File: config.mk
export PLATFORM = sky130hd
export DESIGN_NAME = inst_fetch_unit
export DESIGN_NICKNAME = d
export VERILOG_FILES = /design/src/rtl/ifu_pkg.sv /design/src/rtl/ifu_fifo.sv /design/src/rtl/inst_fetch_unit.sv
export SDC_FILE = /design/constraint.sdc
export NUM_CORES = 1
export LEC_CHECK = 0
export CORE_UTILIZATION = 30
export DETAILED_ROUTE_END_ITERATION = 10
export GPL_ROUTABILITY_DRIVEN = 0
export GPL_TIMING_DRIVEN = 0
export PLACE_DENSITY = 0.59
export SLEW_MARGIN = 20
export SYNTH_ARGS = -nofsm -noshare
export SYNTH_HDL_FRONTEND = slang
export SYNTH_SLANG_ARGS = --single-unit
File: constraint.sdc
create_clock -name clk -period 25.2 [get_ports clk]
set_input_delay 2.52 -clock clk [delete_from_list [all_inputs] [get_ports clk]]
set_output_delay 2.52 -clock clk [all_outputs]
set_load 0.05 [all_outputs]
File: src/rtl/ifu_pkg.sv
// ifu_pkg: shared types and constants for the instruction fetch unit.
//   ifu_state_e  - fetch FSM states
//   ifu_entry_t  - prefetch queue entry {pc, inst}
//   IFU_RESET_PC - default fetch address after reset
package ifu_pkg;

    typedef enum logic [1:0] {
        IDLE  = 2'd0,
        REQ   = 2'd1,
        DRAIN = 2'd2
    } ifu_state_e;

    typedef struct packed {
        logic [31:0] pc;
        logic [31:0] inst;
    } ifu_entry_t;

    localparam logic [31:0] IFU_RESET_PC = 32'h0000_0000;

endpackage

File: src/rtl/ifu_fifo.sv
// ifu_fifo: prefetch queue kept as a shift register so the head is always
// entry 0 and comes straight from a flop. Vacated entries are held at zero,
// so the head reads zero whenever the queue is empty.
// Ports:
//   clk, reset          - clock, async active-high reset
//   push, din           - enqueue din (caller guarantees not full)
//   pop                 - dequeue head (ignored when empty)
//   flush               - drop all entries; overrides push/pop
//   count               - current occupancy
//   head, head_valid    - head entry and occupancy != 0
module ifu_fifo
    import ifu_pkg::*;
#(
    parameter int unsigned DEPTH = 4,
    parameter int unsigned CNT_W = $clog2(DEPTH + 1)
) (
    input  logic             clk,
    input  logic             reset,
    input  logic             push,
    input  logic             pop,
    input  logic             flush,
    input  ifu_entry_t       din,
    output logic [CNT_W-1:0] count,
    output ifu_entry_t       head,
    output logic             head_valid
);

    ifu_entry_t       mem_q [DEPTH];
    ifu_entry_t       mem_d [DEPTH];
    logic [CNT_W-1:0] count_q;
    logic [CNT_W-1:0] count_d;
    logic [CNT_W-1:0] wr_idx;
    logic             head_valid_q;
    logic             pop_ok;

    assign pop_ok = pop && (count_q != '0);

    // Next queue contents: shift on pop, then write the new tail slot.
    always_comb begin
        mem_d   = mem_q;
        count_d = count_q;
        wr_idx  = count_q;
        if (flush) begin
            for (int i = 0; i < DEPTH; i++) begin
                mem_d[i] = '0;
            end
            count_d = '0;
        end else begin
            if (pop_ok) begin
                for (int i = 0; i < DEPTH - 1; i++) begin
                    mem_d[i] = mem_q[i + 1];
                end
                mem_d[DEPTH - 1] = '0;
                wr_idx = count_q - CNT_W'(1);
            end
            if (push) begin
                for (int i = 0; i < DEPTH; i++) begin
                    if (CNT_W'(i) == wr_idx) begin
                        mem_d[i] = din;
                    end
                end
            end
            count_d = count_q + CNT_W'(push) - CNT_W'(pop_ok);
        end
    end

    // Queue storage and occupancy.
    always_ff @(posedge clk or posedge reset) begin
        if (reset) begin
            for (int i = 0; i < DEPTH; i++) begin
                mem_q[i] <= '0;
            end
            count_q      <= '0;
            head_valid_q <= 1'b0;
        end else begin
            mem_q        <= mem_d;
            count_q      <= count_d;
            head_valid_q <= (count_d != '0);
        end
    end

    assign count      = count_q;
    assign head       = mem_q[0];
    assign head_valid = head_valid_q;

endmodule

File: src/rtl/inst_fetch_unit.sv
// inst_fetch_unit: sequential instruction prefetcher with a DEPTH-entry queue,
// one outstanding memory request at a time, and redirect (branch) restart.
// Optional build macro IFU_PERF_CNT_EN adds the perf_fetch_cnt output.
// Ports:
//   clk, reset                  - clock, async active-high reset
//   imem_req, imem_addr         - memory read request and word byte address
//   imem_ack, imem_rdata        - request completion and read data
//   redirect, redirect_pc       - restart fetch stream at redirect_pc
//   inst_valid/data/pc          - queue head presented to the core
//   inst_ready                  - core pops the head
//   perf_fetch_cnt              - pushed instruction count (IFU_PERF_CNT_EN)
module inst_fetch_unit
    import ifu_pkg::*;
#(
    parameter int unsigned DEPTH    = 4,
    parameter logic [31:0] RESET_PC = IFU_RESET_PC
) (
    input  logic        clk,
    input  logic        reset,
    output logic        imem_req,
    output logic [31:0] imem_addr,
    input  logic        imem_ack,
    input  logic [31:0] imem_rdata,
    input  logic        redirect,
    input  logic [31:0] redirect_pc,
    output logic        inst_valid,
    output logic [31:0] inst_data,
    output logic [31:0] inst_pc,
    input  logic        inst_ready
`ifdef IFU_PERF_CNT_EN
    ,
    output logic [31:0] perf_fetch_cnt
`endif
);

    localparam int unsigned CNT_W = $clog2(DEPTH + 1);

    ifu_state_e       state_q;
    ifu_state_e       state_d;
    logic [31:0]      fetch_pc_q;
    logic [31:0]      fetch_pc_d;
    logic [31:0]      redirect_pc_al;
    logic             imem_req_q;
    logic [31:0]      imem_addr_q;
    logic             push_c;
    logic             pop_c;
    logic [CNT_W-1:0] count;
    logic             head_valid;
    ifu_entry_t       head;
    ifu_entry_t       push_entry;

    assign redirect_pc_al = redirect_pc & 32'hFFFF_FFFC;
    assign pop_c          = head_valid && inst_ready && !redirect;
    assign push_entry     = '{pc: fetch_pc_q, inst: imem_rdata};

    // Next-state, next fetch address and push decision.
    always_comb begin
        state_d    = state_q;
        fetch_pc_d = fetch_pc_q;
        push_c     = 1'b0;
        case (state_q)
            IDLE: begin
                if (redirect) begin
                    fetch_pc_d = redirect_pc_al;
                    state_d    = REQ;
                end else if (count < CNT_W'(DEPTH)) begin
                    state_d = REQ;
                end
            end
            REQ: begin
                if (redirect) begin
                    // Without an ack the request is still in flight and must be drained.
                    fetch_pc_d = redirect_pc_al;
                    state_d    = imem_ack ? REQ : DRAIN;
                end else if (imem_ack) begin
                    push_c     = 1'b1;
                    fetch_pc_d = fetch_pc_q + 32'd4;
                    // Full test ignores a same-cycle pop.
                    state_d    = ((count + CNT_W'(1)) < CNT_W'(DEPTH)) ? REQ : IDLE;
                end
            end
            DRAIN: begin
                if (redirect) begin
                    fetch_pc_d = redirect_pc_al;
                end
                if (imem_ack) begin
                    state_d = REQ;
                end
            end
            default: begin
                state_d = IDLE;
            end
        endcase
    end

    // FSM state, fetch address and registered memory request outputs.
    always_ff @(posedge clk or posedge reset) begin
        if (reset) begin
            state_q     <= IDLE;
            fetch_pc_q  <= RESET_PC;
            imem_req_q  <= 1'b0;
            imem_addr_q <= RESET_PC;
        end else begin
            state_q     <= state_d;
            fetch_pc_q  <= fetch_pc_d;
            imem_req_q  <= (state_d != IDLE);
            // DRAIN keeps presenting the abandoned address until its ack.
            imem_addr_q <= (state_d == DRAIN) ? imem_addr_q : fetch_pc_d;
        end
    end

    ifu_fifo #(
        .DEPTH (DEPTH),
        .CNT_W (CNT_W)
    ) u_fifo (
        .clk        (clk),
        .reset      (reset),
        .push       (push_c),
        .pop        (pop_c),
        .flush      (redirect),
        .din        (push_entry),
        .count      (count),
        .head       (head),
        .head_valid (head_valid)
    );

    assign imem_req   = imem_req_q;
    assign imem_addr  = imem_addr_q;
    assign inst_valid = head_valid;
    assign inst_data  = head.inst;
    assign inst_pc    = head.pc;

`ifdef IFU_PERF_CNT_EN
    logic [31:0] perf_q;

    // Pushed-instruction counter; free-running wrap.
    always_ff @(posedge clk or posedge reset) begin
        if (reset) begin
            perf_q <= 32'd0;
        end else if (push_c) begin
            perf_q <= perf_q + 32'd1;
        end
    end

    assign perf_fetch_cnt = perf_q;
`endif

endmodule

==> key figures, run 1 <==
Status
  • Status: finished clean

Timing
  • Final TNS setup: 0 ns
  • Clock Skew: 0.02513 ns
  • Worst-Margin Slew: 1.070 ns
  • Final WS setup: 19.67 ns
  • Fin. max-slew vios: 0
  • Finish-stage setup viols: 0
  • Max-slew headroom: 28.65%
  • Final hold vios: 0
  • RSZ-0062 raised after global routing: no
  • Tcrit/Tclk final: 21.93%
  • Period minus WS final: 5.528 ns
  • Fmax achieved: 180.9 MHz
  • Hold_ws: 0.5029 ns

Setup path
  • Startpoint Class: primary input
  • Critical Path RT: 25.59 ns
  • CP endpoint kind: register
  • Crit Path Max Fanout: 10
  • Setup crit end: u_fifo.mem_q[66]
  • Worst EP arrival: 5.92 ns
  • Crit path launch: redirect
  • Worst flop-to-flop path startpoint: u_fifo.count[1]
  • Critical R2R Capture: u_fifo.mem_q[66]
  • Worst reg2reg setup slack: 21.77 ns
  • Worst setup path category: in -> reg
  • R2R cell count: 8

Synthesis
  • Syn nets: 1900
  • Synthesized area per cell: 9.336 sq um
  • Async SR Flop Fraction: 100.0%
  • Synth Warn #: 0
  • Primary FF master, synth: dfrtp_1
  • Seq cells post-synth: 327
  • Mapped Area: 0.01704 sq mm
  • Top cells by area, synth: dfrtp_1 (48%), a311oi_1 (6.9%), nand2_1 (6.5%)
  • Largest area contributor in the netlist: dfrtp_1
  • Post-synthesis sequential area ratio: 48.02%
  • Post-synth cell types: 77
  • Post-Synthesis Cells: 1825
  • Post-synth EDFFs: 0
  • Post-synth top area share: 48.02%

Clock network
  • Clk slew on worst S/H paths: 0.06 ns
  • Clk_lat worst skew: 0.56 ns
  • Setup bufs post-CTS: 0
  • Deepest clock path buffer count: 3
  • CTS tree: done
  • CTS sink cnt: 327
  • Cts repair resizes: 0
  • CTS H-tree lvls: 2
  • Hold buffers post-CTS: 0
  • Root Buffer: clkbuf_16
  • Cts bufs inserted: 38

Detailed routing
  • Final ANT Viol Nets: 0
  • Initial DRC Count: 1397
  • Vias post-DR: 15490
  • DR WL/cell: 20.58 um
  • Drt total wl: 57690 um
  • DRC errors left: 0
  • DRT Pass-1 Iters: 6
  • Avg Vias per Cell: 5.525

Global route
  • Initial antenna violation count: 4
  • GR Util All Layers: 19.97%
  • Largest net degree at the start of global routing: 98
  • Overflow after GRT: 0
  • First-pass GRT wire length: 90180 um
  • Number of global-route vias before repair: 15740

Final layout
  • Fin nets: 2108
  • Final cell count without fillers: 2804
  • Most common cell after layout, fill and taps aside: dfrtp_1
  • Layout Area Growth over Synthesis: 22.72%
  • Post-route cell area: 0.02091 sq mm
  • Layout cell share with drive strength beyond 1: 11.14%
  • Filler cells: 5594
  • Highest-count cells in the layout ignoring fill and taps: dfrtp_1 (327), nand2_1 (297), clkdlybuf4s50_1 (164), nand3_1 (141), clkbuf_1 (138)
  • Final Util: 37.59%

Power
  • Peak VDD IR: 39.71 uV
  • Total chip power: 1.566 mW
  • Leak: 7.921 nW
  • PD cells: 74.90 mW/mm^2

Placement
  • Post-DP Area: 0.01971 sq mm
  • Detail Placement HPWL: 42200 um
  • DP Cell Count: 2740
  • Setup WS pre-CTS: 19.27 ns
  • Port Buffers: 164

Min path
  • Worst Hold Class: reg -> reg
  • HP Start: imem_addr[4]

Floorplan
  • Starting Density: 30.63%
  • Die X: 240.3 um
  • Chip height: 240.3 um
  • Core region area: 0.05563 sq mm
  • Core Rows: 86
  • Die area: 0.05775 sq mm
  • I/O pins: 167

Job
  • Max Cap Viol: 0
per-layer routing:
metal	wire [um]	vias to the layer above	GRT usage, %
li1	-	7094	-
met1	25470	7613	27.48
met2	26580	675	32.24
met3	4231	108	2.870
met4	1404	2	6.234
met5	13	-	0
critical path, cell delays in order:
cell and delay (ns):
clkdlybuf4s50_1 0.67, nor3b_4 0.50, nand2_1 0.32, inv_1 0.18, nand3_1 0.33, nor2_1 0.87, buf_2 0.39, o31ai_1 0.11
flip-flops by register name (all words and copies together), names as in the netlist:
signal	count
u_fifo.head	64
imem_req	1
imem_addr	32
u_fifo.mem_q	192
u_fifo.head_valid	1
state_q	2
fetch_pc_q	32
u_fifo.count	3
layout make-up:
class                      count  area (sq um)  area share [%]
sequential                   327          8183           39.13
multi-input combinational   1212          7448           35.62
timing repair buffer         168          1739           8.317
buffer                       272          1355           6.480
clock buffer                  52          1064           5.086
tap                          748         935.9           4.476
clock inverter                10         122.6          0.5864
inverter                      14         60.06          0.2872
antenna                        1         2.502         0.01197
cells in the mapped netlist (24+ instances only):
cell type / number
o31ai_1: 63
clkbuf_1: 130
nand2_1: 297
buf_2: 62
o211ai_1: 63
nor2_1: 29
dfrtp_1: 327
nor3_1: 137
a311oi_1: 135
a21oi_1: 87
mux2i_1: 65
mux2_2: 24
nand3_1: 141
buf_4: 66
how the worst min path moves through the flow:
stage	to	slack [ns]	depth (start not counted)
detailed placement	imem_addr[4]	0.47	2
CTS	imem_addr[4]	0.49	2
finish	imem_addr[4]	0.50	2
global route	imem_addr[4]	0.53	2
floorplan	u_fifo.mem_q[58]	0.51	2
global placement	imem_addr[4]	0.49	2
report_power, final:
| group | leakage, nW | internal (mW) | total, mW | switching [mW] |
|---|---|---|---|---|
| combinational | 2.96 | 0.138 | 0.431 | 0.293 |
| sequential | 4.38 | 0.568 | 0.596 | 0.0279 |
| clock | 0.585 | 0.315 | 0.539 | 0.224 |
logic make-up after synthesis:
| kind of cell | after synthesis | share of synthesized area [%] |
|---|---|---|
| simple gates | 672 | 18.31 |
| compound gates | 434 | 18.92 |
| flops | 327 | 48.02 |
| buf+inv | 286 | 8.261 |
| mux | 90 | 5.493 |
| xor+xnor | 10 | 0.5140 |
| fa+ha+maj | 6 | 0.4847 |
No activity file was read; power rests on OpenSTA's default activity.
==> run 2: changes to the inputs <==
--- a/config.mk
+++ b/config.mk
@@ -9,7 +9,7 @@
 export DETAILED_ROUTE_END_ITERATION = 10
 export GPL_ROUTABILITY_DRIVEN = 0
 export GPL_TIMING_DRIVEN = 0
-export PLACE_DENSITY = 0.59
+export PLACE_DENSITY = 0.61
 export SLEW_MARGIN = 20
 export SYNTH_ARGS = -nofsm -noshare
 export SYNTH_HDL_FRONTEND = slang
==> constraint.sdc (replaced) <==
create_clock -name clk -period 4.8 [get_ports clk]
set_input_delay 0.48 -clock clk [delete_from_list [all_inputs] [get_ports clk]]
set_output_delay 0.48 -clock clk [all_outputs]
set_load 0.05 [all_outputs]
==> key figures, run 2 (synthesis gave the netlist of run 1 again) <==
Setup path
  • Worst flop-to-flop path startpoint: u_fifo.count[1]
  • CP top delay family: buffers and inverters
  • Crit Path Max Fanout: 10
  • CP dominant cell by count: clkbuf_1
  • Slowest CP cell: clkbuf_1
  • Worst EP arrival: 3.80 ns
  • Startpoint Class: primary input
  • CP Cell Sequence: clkdlybuf4s50_1, buf_2, clkbuf_1, clkbuf_1, clkbuf_1, o31ai_1
  • Crit path buffers/inverters: 5
  • Critical R2R Capture: u_fifo.mem_q[65]
  • Crit path launch: redirect
  • R2R cell count: 8
  • Worst reg2reg setup slack: 1.54 ns
  • CP endpoint kind: register
  • Worst setup path category: in -> reg
  • Max stage delay on crit path: 0.91 ns
  • Critical Path RT: 5.18 ns

Clock network
  • Cts bufs inserted: 36
  • Root Buffer: clkbuf_16
  • CTS tree: done
  • Clk_lat worst skew: 0.55 ns
  • Cts repair resizes: 0
  • Clk slew on worst S/H paths: 0.06 ns
  • Setup bufs post-CTS: 0
  • Hold buffers post-CTS: 0
  • Deepest clock path buffer count: 3
  • CTS sink cnt: 327
  • CTS H-tree lvls: 2

Final layout
  • Most common cell after layout, fill and taps aside: dfrtp_1
  • Filler cells: 5613
  • Post-route cell area: 0.02104 sq mm
  • Final Util: 37.81%
  • Most flops, register: u_fifo.mem_q
  • Highest-count cells in the layout ignoring fill and taps: dfrtp_1 (327), nand2_1 (297), clkdlybuf4s50_1 (164), nand3_1 (141), nor3_1 (137)
  • Layout cell share with drive strength beyond 1: 11.61%
  • Layout Area Growth over Synthesis: 23.46%
  • Footprint of the multi-input gates: 0.007448 sq mm
  • N_diodes: 0
  • Register area: 0.008183 sq mm
  • Final cell count without fillers: 2806
  • Fin nets: 2113
  • Max FFs per register: 192

Timing
  • Final WS setup: 1.380 ns
  • Fmax achieved: 292.4 MHz
  • Tcrit/Tclk final: 71.24%
  • Final hold vios: 0
  • Final TNS setup: 0 ns
  • Max-slew headroom: 23.39%
  • RSZ-0062 raised after global routing: no
  • Finish-stage setup viols: 0
  • Fin. max-slew vios: 0
  • Clock Skew: 0.02887 ns
  • Hold_ws: 0.2833 ns
  • Period minus WS final: 3.420 ns
  • Worst-Margin Slew: 1.149 ns

Floorplan
  • Chip height: 240.3 um
  • Die area: 0.05775 sq mm
  • Core Rows: 86
  • Core region area: 0.05563 sq mm
  • I/O pins: 167
  • Starting Density: 30.63%
  • Die X: 240.3 um

Detailed routing
  • Final ANT Viol Nets: 0
  • Vias post-DR: 15390
  • Drt total wl: 57020 um
  • DR WL/cell: 20.32 um
  • Avg Vias per Cell: 5.483
  • DRT Pass-1 Iters: 6
  • Initial DRC Count: 1318
  • DRC errors left: 0

Power
  • PD cells: 391.7 mW/mm^2
  • Peak VDD IR: 237.3 uV
  • Total chip power: 8.240 mW
  • Leak: 7.982 nW

Placement
  • Setup WS pre-CTS: 1.003 ns
  • Port Buffers: 164
  • Post-DP Area: 0.01986 sq mm
  • DP Cell Count: 2748
  • Detail Placement HPWL: 41970 um

Global route
  • GR Util All Layers: 19.73%
  • GR Util met3: 3.261%
  • Largest net degree at the start of global routing: 36
  • Overflow after GRT: 0
  • Layer with the highest usage: met2
  • Met2 Usage GRT: 30.32%
  • First-pass GRT wire length: 89010 um
  • GRT met1 Usage: 27.84%
  • Initial antenna violation count: 1
  • Number of global-route vias before repair: 15250

Min path
  • Worst Hold Class: in -> async

Status
  • Status: finished clean

Job
  • Max Cap Viol: 0
run 2: where the power goes:
part	internal (mW)	switching, mW
Clock	1.67	1.16
Combinational	0.737	1.54
Sequential	2.98	0.152
run 2: how the worst max path moves through the flow:
stage / depth (start not counted) / to
after global placement: 2 / u_fifo.head[27]
after global routing: 6 / u_fifo.mem_q[123]
final: 6 / u_fifo.mem_q[121]
after detailed placement: 6 / u_fifo.mem_q[121]
after CTS: 6 / u_fifo.mem_q[123]
after floorplan: 1 / fetch_pc_q[0]
run 2: layout make-up:
class | count | area share [%]
Sequential cell | 327 | 38.90
Multi-Input combinational cell | 1212 | 35.41
Timing Repair Buffer | 175 | 8.922
Buffer | 272 | 6.447
Clock buffer | 47 | 4.907
Tap cell | 748 | 4.449
Clock inverter | 11 | 0.7018
Inverter | 14 | 0.2677
run 2: routing by layer:
metal	share of wire, %	wire length, um	up-vias
li1	-	-	7121
met1	45	25850	7468
met2	44	25270	684
met3	7.2	4122	112
met4	3.1	1769	0
met5	0	0	-
==> run 3: changes to the inputs <==
--- a/config.mk
+++ b/config.mk
@@ -9,7 +9,7 @@
 export DETAILED_ROUTE_END_ITERATION = 10
 export GPL_ROUTABILITY_DRIVEN = 0
 export GPL_TIMING_DRIVEN = 0
-export PLACE_DENSITY = 0.61
+export PLACE_DENSITY = 0.59
 export SLEW_MARGIN = 20
 export SYNTH_ARGS = -nofsm -noshare
 export SYNTH_HDL_FRONTEND = slang
==> constraint.sdc (replaced) <==
create_clock -name clk -period 3.5 [get_ports clk]
set_input_delay 0.35 -clock clk [delete_from_list [all_inputs] [get_ports clk]]
set_output_delay 0.35 -clock clk [all_outputs]
set_load 0.05 [all_outputs]
==> key figures, run 3 (synthesis gave the netlist of run 1 again) <==
Setup path
  • R2R cell count: 8
  • Worst setup path category: reg -> reg
  • Critical Path RT: 3.90 ns
  • Worst flop-to-flop path startpoint: u_fifo.count[1]
  • CP endpoint kind: register
  • Worst EP arrival: 3.86 ns
  • CP Cell Sequence: inv_1, ha_1, nor2b_1, o21ai_0, nand3_1, nor2_1, buf_2, o31ai_1
  • Startpoint Class: register
  • Max stage delay on crit path: 0.91 ns
  • Crit Path Max Fanout: 10
  • Worst reg2reg setup slack: 0.04 ns
  • Slowest CP cell: nor2_1
  • Critical R2R Capture: u_fifo.mem_q[65]

Detailed routing
  • Initial DRC Count: 1686
  • DRC errors left: 0
  • Vias post-DR: 15470
  • DR WL/cell: 20.69 um
  • DRT Pass-1 Iters: 5
  • Drt total wl: 58250 um
  • Avg Vias per Cell: 5.494
  • Final ANT Viol Nets: 0

Final layout
  • Most common cell after layout, fill and taps aside: dfrtp_1
  • Layout cell share with drive strength beyond 1: 11.71%
  • Filler cells: 5564
  • Post-route cell area: 0.02116 sq mm
  • Max FFs per register: 192
  • Fin nets: 2114
  • Highest-count cells in the layout ignoring fill and taps: dfrtp_1 (327), nand2_1 (297), clkdlybuf4s50_1 (164), nand3_1 (141)
  • Most flops, register: u_fifo.mem_q
  • Layout Area Growth over Synthesis: 24.17%

Status
  • Status: finished clean

Timing
  • Final TNS setup: 0 ns
  • Final hold vios: 0
  • Tcrit/Tclk final: 98.99%
  • Max-slew headroom: 29.38%
  • Clock Skew: 0.01906 ns
  • RSZ-0062 raised after global routing: no
  • Finish-stage setup viols: 0
  • Period minus WS final: 3.465 ns
  • Worst-Margin Slew: 1.059 ns
  • Fmax achieved: 288.6 MHz
  • Fin. max-slew vios: 0

Placement
  • Detail Placement HPWL: 42650 um
  • Post-DP Area: 0.01985 sq mm
  • Port Buffers: 164

Global route
  • GR Util All Layers: 20.11%
  • Initial antenna violation count: 1
  • First-pass GRT wire length: 90980 um
  • Number of global-route vias before repair: 15570
  • Overflow after GRT: 0
  • Largest net degree at the start of global routing: 36

Min path
  • Worst Hold Class: in -> async

Clock network
  • CTS H-tree lvls: 2
  • Clk slew on worst S/H paths: 0.06 ns
  • CTS sink cnt: 327
  • Hold buffers post-CTS: 0
  • Clk_lat worst skew: 0.55 ns
  • Root Buffer: clkbuf_16
  • Setup bufs post-CTS: 0
  • CTS tree: done
  • Cts bufs inserted: 37
  • Deepest clock path buffer count: 3
  • Cts repair resizes: 0

Power
  • PD cells: 549.2 mW/mm^2
  • Peak VDD IR: 415.5 uV
  • Leak: 8.039 nW

Floorplan
  • Core Rows: 86
  • Die X: 240.3 um
  • Starting Density: 30.63%
  • Chip height: 240.3 um
  • I/O pins: 167
  • Core region area: 0.05563 sq mm
  • Die area: 0.05775 sq mm

Job
  • Max Cap Viol: 0
## run 3: power by group
part	leakage (nW)	total [mW]	switching [mW]	internal (mW)
registers	4.38	4.29	0.199	4.09
logic	3.02	3.14	2.13	1.01
clock network	0.644	4.19	1.66	2.53
## run 3: area by class of cell
type | count | area [sq um] | share of cell area [%]
multi-input cells | 1212 | 7448 | 35.21
flip-flops and latches | 327 | 8183 | 38.68
inverters | 14 | 56.30 | 0.2661
plain buffers | 272 | 1356 | 6.411
clock buffers | 56 | 1129 | 5.334
clock inverters | 10 | 176.4 | 0.8339
diodes | 1 | 2.502 | 0.01183
repair buffers | 175 | 1869 | 8.836
well taps | 748 | 935.9 | 4.424
## run 3: stage by stage
stage	setup slack [ns]	total power, mW	utilization [%]	instances	hold WS (ns)
floorplan	-1.215	6.329	-	1825	0.4891
global placement	-3.529	7.401	35.27	2737	0.4817
detailed placement	-0.2739	7.459	35.68	2748	0.4648
CTS	0.1401	11.68	38.02	2814	0.1193
global route	0.002685	12.06	38.03	2814	0.1569
finish	0.03526	11.62	38.03	2815	0.1233
## run 3: metal layers
metal | wire length [um] | track usage, %
met3 | 4226 | 3.100
met5 | 0 | 0
met1 | 25700 | 27.57
met2 | 26860 | 32.45
met4 | 1468 | 6.176
## run 3: how the worst max path moves through the flow
stage,from,end,slack (ns),depth (start not counted)
floorplan,reset,fetch_pc_q[0],-1.21,1
CTS,u_fifo.count[1],u_fifo.mem_q[65],0.14,8
detailed placement,redirect,u_fifo.mem_q[66],-0.27,8
global route,u_fifo.count[1],u_fifo.mem_q[126],0.003,8
global placement,reset,u_fifo.head[30],-3.53,2
finish,u_fifo.count[1],u_fifo.mem_q[65],0.04,8
## run 3: worst max-delay path: cells and delay by family (launching register included)
kind	cells	cell delay (ns)
AND/OR/NAND/NOR	3	1.49
AO/OA/AOI/OAI	2	0.58
buffers and inverters	2	0.51
flip-flops	1	0.51
adder cells (fa/ha/maj)	1	0.21
